[src/rtl/pbsw_pkg.sv]
// Shared constants for the Nexys4 DDR pushbutton/switch conditioning block.
//
// Contents:
//   - Pushbutton bit positions inside the pbtn_in / pbtn_db vectors.
//   - Default prescaler divide and stability depth (1 ms ticks, 5 ticks).
//   - Width helpers used by the prescaler and the per-bit stability counters.
package pbsw_pkg;

  // Pushbutton bit order is {BTNC, BTNL, BTNU, BTNR, BTND, CPU_RESETN}.
  localparam int unsigned PB_RST = 0;
  localparam int unsigned PB_D   = 1;
  localparam int unsigned PB_R   = 2;
  localparam int unsigned PB_U   = 3;
  localparam int unsigned PB_L   = 4;
  localparam int unsigned PB_C   = 5;

  localparam int unsigned DEF_NUM_PB       = 6;
  localparam int unsigned DEF_NUM_SW       = 16;
  localparam int unsigned DEF_TICK_DIV     = 50000;  // 1 ms at 50 MHz
  localparam int unsigned DEF_STABLE_TICKS = 5;

  // CPU_RESETN is active-low on the board, so its debounced level idles high.
  localparam logic [DEF_NUM_PB-1:0] DEF_PB_RESET_VAL = 6'b000001;

  // Counter has to hold 0..stable_ticks-1; one spare code keeps the width
  // non-zero even for stable_ticks == 1.
  function automatic int unsigned cnt_width(input int unsigned stable_ticks);
    return $clog2(stable_ticks + 1);
  endfunction

  // Prescaler counts 0..div-1.
  function automatic int unsigned pre_width(input int unsigned div);
    return (div < 2) ? 1 : $clog2(div);
  endfunction

endpackage

[src/rtl/debounce_cell.sv]
// Single-bit debounce cell.
//
// The raw asynchronous level is brought through a 2-FF synchronizer, then
// compared against the current debounced level. While they disagree, the
// shared sample tick advances a small counter; after STABLE_TICKS consecutive
// disagreeing ticks the debounced level takes the synchronized value. Any cycle
// in which they agree clears the counter, so glitches shorter than one tick
// period can never flip the output. Registered rise/fall pulses follow one
// cycle after each change of the debounced level.
//
// Ports:
//   clk         system clock
//   SI_Reset_N  asynchronous active-low reset
//   tick        one-cycle sample strobe shared by all cells
//   raw         raw asynchronous input level
//   db_o        debounced level
//   rise_o      one-cycle pulse after db_o goes 0->1
//   fall_o      one-cycle pulse after db_o goes 1->0
module debounce_cell
  import pbsw_pkg::*;
#(
  parameter int unsigned STABLE_TICKS = DEF_STABLE_TICKS,
  parameter logic        RST_VAL      = 1'b0
) (
  input  logic clk,
  input  logic SI_Reset_N,
  input  logic tick,
  input  logic raw,
  output logic db_o,
  output logic rise_o,
  output logic fall_o
);

  localparam int unsigned          CntW    = cnt_width(STABLE_TICKS);
  localparam logic [CntW-1:0]      CntLast = CntW'(STABLE_TICKS - 1);

  logic            sync1_q, sync1_d;
  logic            sync2_q, sync2_d;
  logic [CntW-1:0] cnt_q, cnt_d;
  logic            db_q, db_d;
  logic            db_prev_q, db_prev_d;
  logic            rise_q, rise_d;
  logic            fall_q, fall_d;

  always_comb begin
    sync1_d   = raw;
    sync2_d   = sync1_q;
    cnt_d     = cnt_q;
    db_d      = db_q;

    if (sync2_q == db_q) begin
      // Agreement at any moment restarts qualification.
      cnt_d = '0;
    end else if (tick) begin
      if (cnt_q == CntLast) begin
        db_d  = sync2_q;
        cnt_d = '0;
      end else begin
        cnt_d = cnt_q + 1'b1;
      end
    end

    // Edge pulses are taken from the registered level, so they appear the
    // cycle after db_o moves and last exactly one cycle.
    db_prev_d = db_q;
    rise_d    = db_q & ~db_prev_q;
    fall_d    = ~db_q & db_prev_q;
  end

  // Sync and history flops reset to the debounced reset value so leaving
  // reset never looks like a mismatch or an edge.
  always_ff @(posedge clk or negedge SI_Reset_N) begin
    if (!SI_Reset_N) begin
      sync1_q   <= RST_VAL;
      sync2_q   <= RST_VAL;
      cnt_q     <= '0;
      db_q      <= RST_VAL;
      db_prev_q <= RST_VAL;
      rise_q    <= 1'b0;
      fall_q    <= 1'b0;
    end else begin
      sync1_q   <= sync1_d;
      sync2_q   <= sync2_d;
      cnt_q     <= cnt_d;
      db_q      <= db_d;
      db_prev_q <= db_prev_d;
      rise_q    <= rise_d;
      fall_q    <= fall_d;
    end
  end

  assign db_o   = db_q;
  assign rise_o = rise_q;
  assign fall_o = fall_q;

endmodule

[src/rtl/pbsw_debouncer.sv]
// Pushbutton / slide-switch conditioner for the Nexys4 DDR board.
//
// A free-running prescaler produces a one-cycle sample tick every TICK_DIV
// clocks; every pushbutton and switch bit has its own debounce_cell sharing
// that tick. Debounced levels feed the GPIO, bot config and system reset;
// pushbuttons additionally get registered rise/fall pulses.
// TICK_DIV must be >= 2 and STABLE_TICKS >= 1.
//
// Ports:
//   clk          system clock (clk_out_50)
//   SI_Reset_N   asynchronous active-low reset
//   pbtn_in      raw pushbuttons {BTNC, BTNL, BTNU, BTNR, BTND, CPU_RESETN}
//   switch_in    raw slide switches
//   pbtn_db      debounced pushbuttons
//   swtch_db     debounced switches
//   pbtn_rise    one-cycle pulse after a pbtn_db bit goes 0->1
//   pbtn_fall    one-cycle pulse after a pbtn_db bit goes 1->0
//   sample_tick  prescaler tick, high while the prescaler sits at TICK_DIV-1
module pbsw_debouncer
  import pbsw_pkg::*;
#(
  parameter int unsigned       NUM_PB       = DEF_NUM_PB,
  parameter int unsigned       NUM_SW       = DEF_NUM_SW,
  parameter int unsigned       TICK_DIV     = DEF_TICK_DIV,
  parameter int unsigned       STABLE_TICKS = DEF_STABLE_TICKS,
  parameter logic [NUM_PB-1:0] PB_RESET_VAL = DEF_PB_RESET_VAL
) (
  input  logic              clk,
  input  logic              SI_Reset_N,
  input  logic [NUM_PB-1:0] pbtn_in,
  input  logic [NUM_SW-1:0] switch_in,
  output logic [NUM_PB-1:0] pbtn_db,
  output logic [NUM_SW-1:0] swtch_db,
  output logic [NUM_PB-1:0] pbtn_rise,
  output logic [NUM_PB-1:0] pbtn_fall,
  output logic              sample_tick
);

  localparam int unsigned     PreW    = pre_width(TICK_DIV);
  localparam logic [PreW-1:0] PreLast = PreW'(TICK_DIV - 1);

  logic [PreW-1:0] pre_q, pre_d;
  logic            tick;

  // Tick decodes straight from the prescaler register, so it is glitch-free
  // and has no path from any input.
  assign tick = (pre_q == PreLast);

  always_comb begin
    pre_d = tick ? '0 : pre_q + 1'b1;
  end

  always_ff @(posedge clk or negedge SI_Reset_N) begin
    if (!SI_Reset_N) begin
      pre_q <= '0;
    end else begin
      pre_q <= pre_d;
    end
  end

  assign sample_tick = tick;

  for (genvar i = 0; i < NUM_PB; i++) begin : g_pb
    debounce_cell #(
      .STABLE_TICKS (STABLE_TICKS),
      .RST_VAL      (PB_RESET_VAL[i])
    ) u_cell (
      .clk        (clk),
      .SI_Reset_N (SI_Reset_N),
      .tick       (tick),
      .raw        (pbtn_in[i]),
      .db_o       (pbtn_db[i]),
      .rise_o     (pbtn_rise[i]),
      .fall_o     (pbtn_fall[i])
    );
  end

  // Switches need levels only; their edge outputs are left dangling and
  // optimise away.
  logic [NUM_SW-1:0] sw_rise_unused;
  logic [NUM_SW-1:0] sw_fall_unused;

  for (genvar i = 0; i < NUM_SW; i++) begin : g_sw
    debounce_cell #(
      .STABLE_TICKS (STABLE_TICKS),
      .RST_VAL      (1'b0)
    ) u_cell (
      .clk        (clk),
      .SI_Reset_N (SI_Reset_N),
      .tick       (tick),
      .raw        (switch_in[i]),
      .db_o       (swtch_db[i]),
      .rise_o     (sw_rise_unused[i]),
      .fall_o     (sw_fall_unused[i])
    );
  end

endmodule

[config.mk]
export PLATFORM = sky130hd
export DESIGN_NAME = pbsw_debouncer
export DESIGN_NICKNAME = d
export VERILOG_FILES = /design/src/rtl/pbsw_pkg.sv /design/src/rtl/debounce_cell.sv /design/src/rtl/pbsw_debouncer.sv
export SDC_FILE = /design/constraint.sdc
export NUM_CORES = 1
export LEC_CHECK = 0
export BUFFER_PORTS_ARGS = -buffer_cell sky130_fd_sc_hd__buf_2
export CORE_AREA = 5 5 152 139
export CTS_CLUSTER_DIAMETER = 150
export DETAILED_ROUTE_END_ITERATION = 8
export DIE_AREA = 0 0 157 144
export GPL_TIMING_DRIVEN = 0
export PLACE_DENSITY_LB_ADDON = 0.3
export SLEW_MARGIN = 10
export SYNTH_ARGS = -nofsm -noshare
export SYNTH_HDL_FRONTEND = slang
export SYNTH_SLANG_ARGS = --single-unit
[constraint.sdc]
create_clock -name clk -period 2.2 [get_ports clk]
set_input_delay 0.22 -clock clk [delete_from_list [all_inputs] [get_ports clk]]
set_output_delay 0.22 -clock clk [all_outputs]
set_load 0.05 [all_outputs]
==> metrics, run 1 <==
run status finished, violations left; violated checks setup timing; worst hold-check path type reg2reg; crit path buf inv count 3; area of the die approximately 23,000 µm²; slowest cell on the critical path sky130_fd_sc_hd__or4bb_4; final worst path period share 105.6%; ant diodes 0; Die X roughly 160 µm; max_cap viols 0; I/O pin cnt 59; total congestion overflow 0; CTS max path bufs 2; synthesis-to-layout area growth 29.60%; cell type contributing the most total cell area after synthesis sky130_fd_sc_hd__dfrtp_1; count of pins over their slew limit 0; DRC viols 0; 1st-iter DRT viols 243; number of buffers created by CTS 17; wire length per cell 14.06 µm; cell class contributing the biggest share of worst-path delay simple AND/OR/NAND/NOR gates; Pleak roughly 4.4 nW; Period minus WS final around 2300 ps; total wirelength of the detailed-routed design 15.05 mm; maximum number of pins on one net before global-route repair 93; Netlist cell types 35; crit path DAT 2620 ps; sum of met2 wire segment lengths after detailed routing approximately 7.0 mm; global-route wire length before repair 23.14 mm; Worst-path clk slew approximately 60 ps; EDFF count, synth 0; Min Hold Slack approximately 340 ps; startpoint types flip-flop; final-layout fill cell count approximately 1,700; switching pwr between 1 and 1.5 mW; Synth top area share a little over half; FMAX between 400 and 500 MHz; count of port buffers added during placement 58; H-tree Lvls 4; DP HPWL 8.925 mm; detailed-route via count between 5,000 and 6,000; Detail Route Antenna Nets 0; slew at the pin with the worst max-slew slack a little under 600 ps; Post-Syn Instances a little under 700; Worst path max stage delay roughly 540 ps; met1 layer wirelength in the final routing between 7 and 8 mm; post-synthesis instance area 7393 µm²; Synth warnings 0; synthesis-stage register bit count ~170; endpoint kind of the worst setup timing path flip-flop; placeable core region between 15,000 and 20,000 µm²; power share of the sequential group 49.2%; least setup slack across all paths after layout -122.7 ps; predominant post-synthesis flop cell sky130_fd_sc_hd__dfrtp_1; chip height between 100 and 150 µm; Clk pwr share about half; Max-Slew Margin vs Limit 61.38%; part of the power in combinational logic about 2.4%; power per cell area 660.8 nW/µm²; routed wl met3 about 510 µm; Total Neg Setup Slack -1578 ps; uppermost layer routed met4; mean instance size in the synthesized netlist around 11 µm²; router iterations before antenna repair 4; clock sinks 166; CTS Root Cell sky130_fd_sc_hd__clkbuf_16; post-synthesis sequential area ratio between 50% and 60%; number of nets produced by synthesis 752; Rows 49; cell-internal power between 5 and 6 mW; highest net fanout along the worst path 5; net switching share of the total power between 20% and 30%; global-route usage over all layers between 10 and 15%; proportion of layout cells with a drive suffix above 1 a little over a quarter; clock latency of the later-clocked register in the worst-skew pair around 420 ps; Storage cell area between 4000 and 5000 µm²; type of the setup path with the least slack reg2reg; via count of the first global-routing pass 4,586; IR drop worst, VDD 0.0004811 V; area of the multi-input gates between 2000 and 3000 µm²; total count of hold-check failures in the final report 0; antenna violations before repair 0; GPL Wtd Cong between 0.7 and 0.8; data required time at the worst endpoint 2500 ps; clock tree from TritonCTS built; Synth area leaders sky130_fd_sc_hd__dfrtp_1 55%, sky130_fd_sc_hd__ha_1 7.6%, sky130_fd_sc_hd__a21oi_1 5.8%; share of synthesized flip-flops with an asynchronous set or reset between 90% and 100%; CP Cell Sequence buf_4 > or4bb_4 > nor4_4 > buf_6 > clkbuf_16 > nand3_2 > mux2_4; final setup skew about 9.3 ps; routed vias/inst about 4.7; Final nets 871; setup repair after global routing missed its margin yes; setup violators final 32; Initial Utilization between 30% and 40%
[flip-flops by register name, indices dropped and copies added (netlist names)]
name / cells
g_pb.u_cell.db_prev_q: 6
pre_q: 16
g_pb.u_cell.cnt_q: 18
g_sw.u_cell.sync2_q: 16
g_pb.u_cell.db_o: 6
g_pb.u_cell.sync2_q: 6
g_pb.u_cell.fall_o: 6
g_pb.u_cell.sync1_q: 6
g_sw.u_cell.cnt_q: 48
g_sw.u_cell.sync1_q: 16
g_pb.u_cell.rise_o: 6
g_sw.u_cell.db_o: 16
[final timing paths]
kind / startpoint / end / slack (ps) / cells past startpoint
worst max-delay path: pre_q[12] / g_sw[13].u_cell.db_o / -120 / 7
worst min-delay path: g_pb[2].u_cell.sync1_q / g_pb[2].u_cell.sync2_q / 340 / 0
worst max register to register: pre_q[12] / g_sw[13].u_cell.db_o / -120 / 7
worst min register to register: g_pb[2].u_cell.sync1_q / g_pb[2].u_cell.sync2_q / 340 / 0
max in group asynchronous: SI_Reset_N / pre_q[14] / 990 / 3
min in group asynchronous: SI_Reset_N / g_pb[4].u_cell.rise_o / 360 / 2
[logic make-up after synthesis]
| logic type | after synthesis | synth area share, % |
|---|---|---|
| AOI/OAI and AO/OA | 115 | 8.191 |
| xor gates and xnor gates | 32 | 3.791 |
| adders and majority gates | 45 | 7.616 |
| buffers and inverters | 100 | 7.683 |
| DFF | 166 | 56.25 |
| muxes | 19 | 2.877 |
| and+or+nand+nor | 206 | 13.59 |
[Yosys cell counts, types with 5 or more instances]
cell,number
sky130_fd_sc_hd__inv_1,47
sky130_fd_sc_hd__xnor2_1,28
sky130_fd_sc_hd__nor3_1,7
sky130_fd_sc_hd__buf_4,35
sky130_fd_sc_hd__a21oi_1,85
sky130_fd_sc_hd__buf_2,12
sky130_fd_sc_hd__nor2_1,23
sky130_fd_sc_hd__nand3_1,32
sky130_fd_sc_hd__nand2_1,93
sky130_fd_sc_hd__o21ai_0,13
sky130_fd_sc_hd__nor2b_1,13
sky130_fd_sc_hd__nand4_1,7
sky130_fd_sc_hd__mux2_1,18
sky130_fd_sc_hd__nand3b_1,17
sky130_fd_sc_hd__ha_1,45
sky130_fd_sc_hd__o21ai_1,10
sky130_fd_sc_hd__dfrtp_1,162
sky130_fd_sc_hd__o211a_1,5
[power groups by stage]
stage	clock, mW	combinational [mW]	sequential (mW)
2_1_floorplan	0	0.0254	3.17
3_3_place_gp	0	0.116	3.17
3_5_place_dp	0	0.123	3.17
4_1_cts	3.15	0.155	3.11
5_1_grt	3.27	0.176	3.12
6_report	3.06	0.152	3.12
[placed cells by master (no fill, tap or decap), types with 13 or more instances in the layout]
cell type / count
sky130_fd_sc_hd__dfrtp_1: 161
sky130_fd_sc_hd__nand2_1: 93
sky130_fd_sc_hd__a21oi_1: 68
sky130_fd_sc_hd__buf_2: 56
sky130_fd_sc_hd__inv_1: 47
sky130_fd_sc_hd__buf_4: 46
sky130_fd_sc_hd__ha_1: 45
sky130_fd_sc_hd__xnor2_1: 28
sky130_fd_sc_hd__clkbuf_16: 24
sky130_fd_sc_hd__nor2_1: 23
sky130_fd_sc_hd__dlygate4sd3_1: 23
sky130_fd_sc_hd__nand3_1: 18
sky130_fd_sc_hd__o21ai_1: 18
sky130_fd_sc_hd__nand3b_1: 17
sky130_fd_sc_hd__a21oi_2: 17
sky130_fd_sc_hd__nor2b_1: 13
[per-layer routing]
layer	track usage [%]	vias up
met5	0	-
met4	3.151	0
met3	3.351	13
met2	20.37	67
met1	18.18	2439
li1	-	2492
[stage by stage]
stage / total power [mW] / worst slack, ps / utilization, % / cells / instance area [µm²]
2_1_floorplan: 3.191 / 187.2 / - / 683 / 7393
3_3_place_gp: 3.287 / -1770 / 40.92 / 996 / 8003
3_5_place_dp: 3.295 / -139.5 / 41.11 / 997 / 8040
4_1_cts: 6.420 / -158.2 / 46.09 / 1057 / 9014
5_1_grt: 6.566 / -166.4 / 48.99 / 1070 / 9582
6_report: 6.332 / -122.7 / 48.99 / 1070 / 9582
[worst register-to-register path, stage by stage, from the launching register on]
cell                        delay, ps
sky130_fd_sc_hd__dfrtp_1          390
sky130_fd_sc_hd__buf_4            150
sky130_fd_sc_hd__or4bb_4          540
sky130_fd_sc_hd__nor4_4           330
sky130_fd_sc_hd__buf_6            220
sky130_fd_sc_hd__clkbuf_16        170
sky130_fd_sc_hd__nand3_2           80
sky130_fd_sc_hd__mux2_4           300
[layout make-up]
type	instances	share of cell area, %
Timing Repair Buffer	102	9.167
Buffer	50	5.315
Clock inverter	11	1.541
Multi-Input combinational cell	417	30.41
Sequential cell	166	43.42
Tap cell	255	3.330
Clock buffer	21	4.805
Inverter	48	2.011
[timing repair]
| item | in CTS | in global routing |
|---|---|---|
| gates resized for setup | 32 | 88 |
| hold buffers | 23 | 0 |
| buffers inserted | 5 | 7 |
| endpoints found under the setup margin | 60 | 83 |
| pin swaps | 2 | 23 |
| hold endpoints to repair | 92 | 0 |
| gates cloned | 1 | 8 |
No activity file was read; power rests on OpenSTA's default activity.
==> inputs of run 2 (changes only) <==
--- a/config.mk
+++ b/config.mk
@@ -6,10 +6,10 @@
 export NUM_CORES = 1
 export LEC_CHECK = 0
 export BUFFER_PORTS_ARGS = -buffer_cell sky130_fd_sc_hd__buf_2
-export CORE_AREA = 5 5 152 139
+export CORE_AREA = 5 5 142 130
 export CTS_CLUSTER_DIAMETER = 150
 export DETAILED_ROUTE_END_ITERATION = 8
-export DIE_AREA = 0 0 157 144
+export DIE_AREA = 0 0 147 135
 export GPL_TIMING_DRIVEN = 0
 export PLACE_DENSITY_LB_ADDON = 0.3
 export SLEW_MARGIN = 10
==> run 2 against run 1 <==
Effect of this change:
- the run still ends with setup timing left
- worst setup slack improved by 23 ps
- sequential power about the same
- design area down 0.82%
- power shrank 1.9%
- critical path depth shrank 3
- fmax is 1.0% higher
- sequential cell count stayed put
- largest cell class unchanged
- largest power group unchanged
==> metrics, run 2 (synthesized netlist as in run 1, its figures left out) <==
run status finished, violations left; violated checks setup timing; setup repair after global routing missed its margin yes; final worst path period share 104.5% (-1.1 points); power share of the sequential group 50.2% (+1.0 points); worst reg2reg path endpoint g_sw[3].u_cell.cnt_q[2]; data required time at the worst endpoint 1980 ps (-520 ps); proportion of layout cells with a drive suffix above 1 28.76% (+2.6 points); R2R cell count 7 (unchanged); max_cap viols 0 (unchanged); maximum number of pins on one net before global-route repair 113 (+22%); clock tree from TritonCTS built; router iterations before antenna repair 4 (unchanged); number of buffers created by CTS 17 (unchanged); least setup slack across all paths after layout -99.40 ps (+23.34 ps); synthesis-to-layout area growth 28.53%; Storage cell area 4160 µm² (unchanged); global-route usage over all layers 15.94% (+3.0 points); wire length per cell 15.61 µm (+11%); Largest register FFs 48 (unchanged); worst r2r src pre_q[12]; Worst-path clk slew 60 ps (about the same); worst hold-check path type in2async; Min Hold Slack 300.9 ps (-36.94 ps); number of standard cells in the final layout excluding fillers 1,028 (-3.9%); cell class contributing the biggest share of worst-path delay simple AND/OR/NAND/NOR gates; H-tree Lvls 4 (unchanged); FMAX 434.9 MHz (+1.0%); DRC viols 0 (unchanged); internal reg-to-reg setup slack -60 ps (+60 ps); slowest cell on the critical path sky130_fd_sc_hd__or4_4; placed instance area 7985 µm² (-0.68%); routed vias/inst 5.057 (+8.0%); power per cell area 654.0 nW/µm² (-1.0%); setup violators final 24 (-25%); most common cell after layout, fill and taps aside sky130_fd_sc_hd__dfrtp_1; number of cells in the design after placement 953 (-4.4%); ant diodes 0 (unchanged); switching pwr 1.298 mW (-2.1%); placeable core region 16,720 µm² (-14%); utilization of the core after routing 56.83% (+7.8 points); endpoint of the worst setup timing path sample_tick; IR drop worst, VDD 0.0005075 V (+5.5%); slew at the pin with the worst max-slew slack 551.7 ps (-27.68 ps); final-layout fill cell count 1,330 (-23%); total congestion overflow 0 (unchanged); Final Power 6.214 mW (-1.9%); total count of hold-check failures in the final report 0 (unchanged); Final nets 873 (+0.23%); endpoint kind of the worst setup timing path output port; cell count along the critical path 4 (-3); CTS Root Cell sky130_fd_sc_hd__clkbuf_16; Worst path max stage delay 550 ps (about the same); net switching share of the total power 20.89% (-0.046 points); part of the power in combinational logic 2.4% (about the same); Total Neg Setup Slack -796.5 ps (+782.0 ps); chip height 135 µm (-6.3%); origin of the worst setup path pre_q[12]; Detail Route Antenna Nets 0 (unchanged); register with the highest flop count g_sw.u_cell.cnt_q; worst slack at placement -129.9 ps (+9.667 ps); highest net fanout along the worst path 2 (-3); type of the setup path with the least slack reg2out; area of the multi-input gates 2959 µm² (+1.5%); count of port buffers added during placement 58 (unchanged); crit path buf inv count 2 (-1); CTS max path bufs 2 (unchanged); clock latency of the later-clocked register in the worst-skew pair 430 ps (about the same); DP HPWL 9.776 mm (+9.5%); Top Registers g_sw.u_cell.cnt_q (48), g_pb.u_cell.cnt_q (18); post-route design area 9503 µm² (-0.82%); Clk pwr share 47.4% (-1.0 points); Die X 147 µm (-6.4%); final setup skew 9.933 ps (+0.6280 ps); startpoint types flip-flop; detailed-route via count 5,199 (+3.8%); GPL Wtd Cong 0.7208 (-8.8%); crit path DAT 2080 ps (-540 ps); Period minus WS final 2299 ps (-23.34 ps); CP Cell Sequence or4bb_1 > or4_4 > clkinv_8 > buf_12; via count of the first global-routing pass 5,312 (+16%); 1st-iter DRT viols 305 (+26%); global-route wire length before repair 25.36 mm (+9.6%); clock sinks 166 (unchanged); area of the die 19,850 µm² (-12%); count of pins over their slew limit 0 (unchanged); Rows 45 (-8.2%); Max-Slew Margin vs Limit 63.22% (+1.8 points); total wirelength of the detailed-routed design 16.05 mm (+6.7%); I/O pin cnt 59 (unchanged); cell-internal power 4.916 mW (-1.8%); Initial Utilization 44.21% (+6.4 points); Pleak 4.407 nW (-0.68%); antenna violations before repair 0 (unchanged); most frequent cells in the layout 161 x sky130_fd_sc_hd__dfrtp_1, 91 x sky130_fd_sc_hd__nand2_1, 57 x sky130_fd_sc_hd__a21oi_1
==> run 2: how the worst min path moves through the flow <==
stage,start,to,slack (ps),cells past startpoint
after global routing,SI_Reset_N,g_pb[1].u_cell.fall_o,350,2
after global placement,switch_in[7],g_sw[7].u_cell.sync1_q,330,1
after detailed placement,SI_Reset_N,g_pb[0].u_cell.fall_o,170,1
after floorplan,SI_Reset_N,g_pb[0].u_cell.cnt_q[0],-80,0
after CTS,SI_Reset_N,g_pb[0].u_cell.cnt_q[1],320,2
final,SI_Reset_N,g_pb[0].u_cell.fall_o,300,2
==> run 2: power groups by stage <==
stage | sequential [mW] | combinational (mW) | clock (mW)
2_1_floorplan | 3.17 | 0.0254 | 0
3_3_place_gp | 3.17 | 0.107 | 0
3_5_place_dp | 3.17 | 0.120 | 0
4_1_cts | 3.12 | 0.151 | 3.01
5_1_grt | 3.12 | 0.174 | 3.14
6_report | 3.12 | 0.151 | 2.95
==> run 2: cell type report <==
class	instances	area share [%]
Sequential cell	166	43.78
Multi-Input combinational cell	417	31.14
Timing Repair Buffer	105	8.848
Buffer	49	5.293
Clock buffer	24	5.069
Tap cell	211	2.778
Inverter	48	2.028
Clock inverter	8	1.066
==> run 2: repair_timing <==
item | in CTS | in global routing
gates resized for setup | 21 | 120
hold endpoints to repair | 72 | 0
buffers inserted | 8 | 9
hold buffers | 23 | 0
pin swaps | 2 | 13
gates cloned | 0 | 6
setup endpoints to repair | 67 | 96
==> run 2: worst reg2reg max path: cells and delay by family, from the launching register on <==
family / cells / cell delay (ps)
DFF: 1 / 400
AOI/OAI and AO/OA: 2 / 230
buffers and inverters: 3 / 480
and+or+nand+nor: 2 / 1030
==> run 2: layer usage <==
metal | GRT usage [%] | up-vias | routed length [µm]
li1 | - | 2486 | -
met1 | 19.74 | 2591 | 6908
met2 | 26.82 | 95 | 8102
met3 | 4.832 | 27 | 758
met4 | 5.331 | 0 | 281
met5 | 0 | - | 0
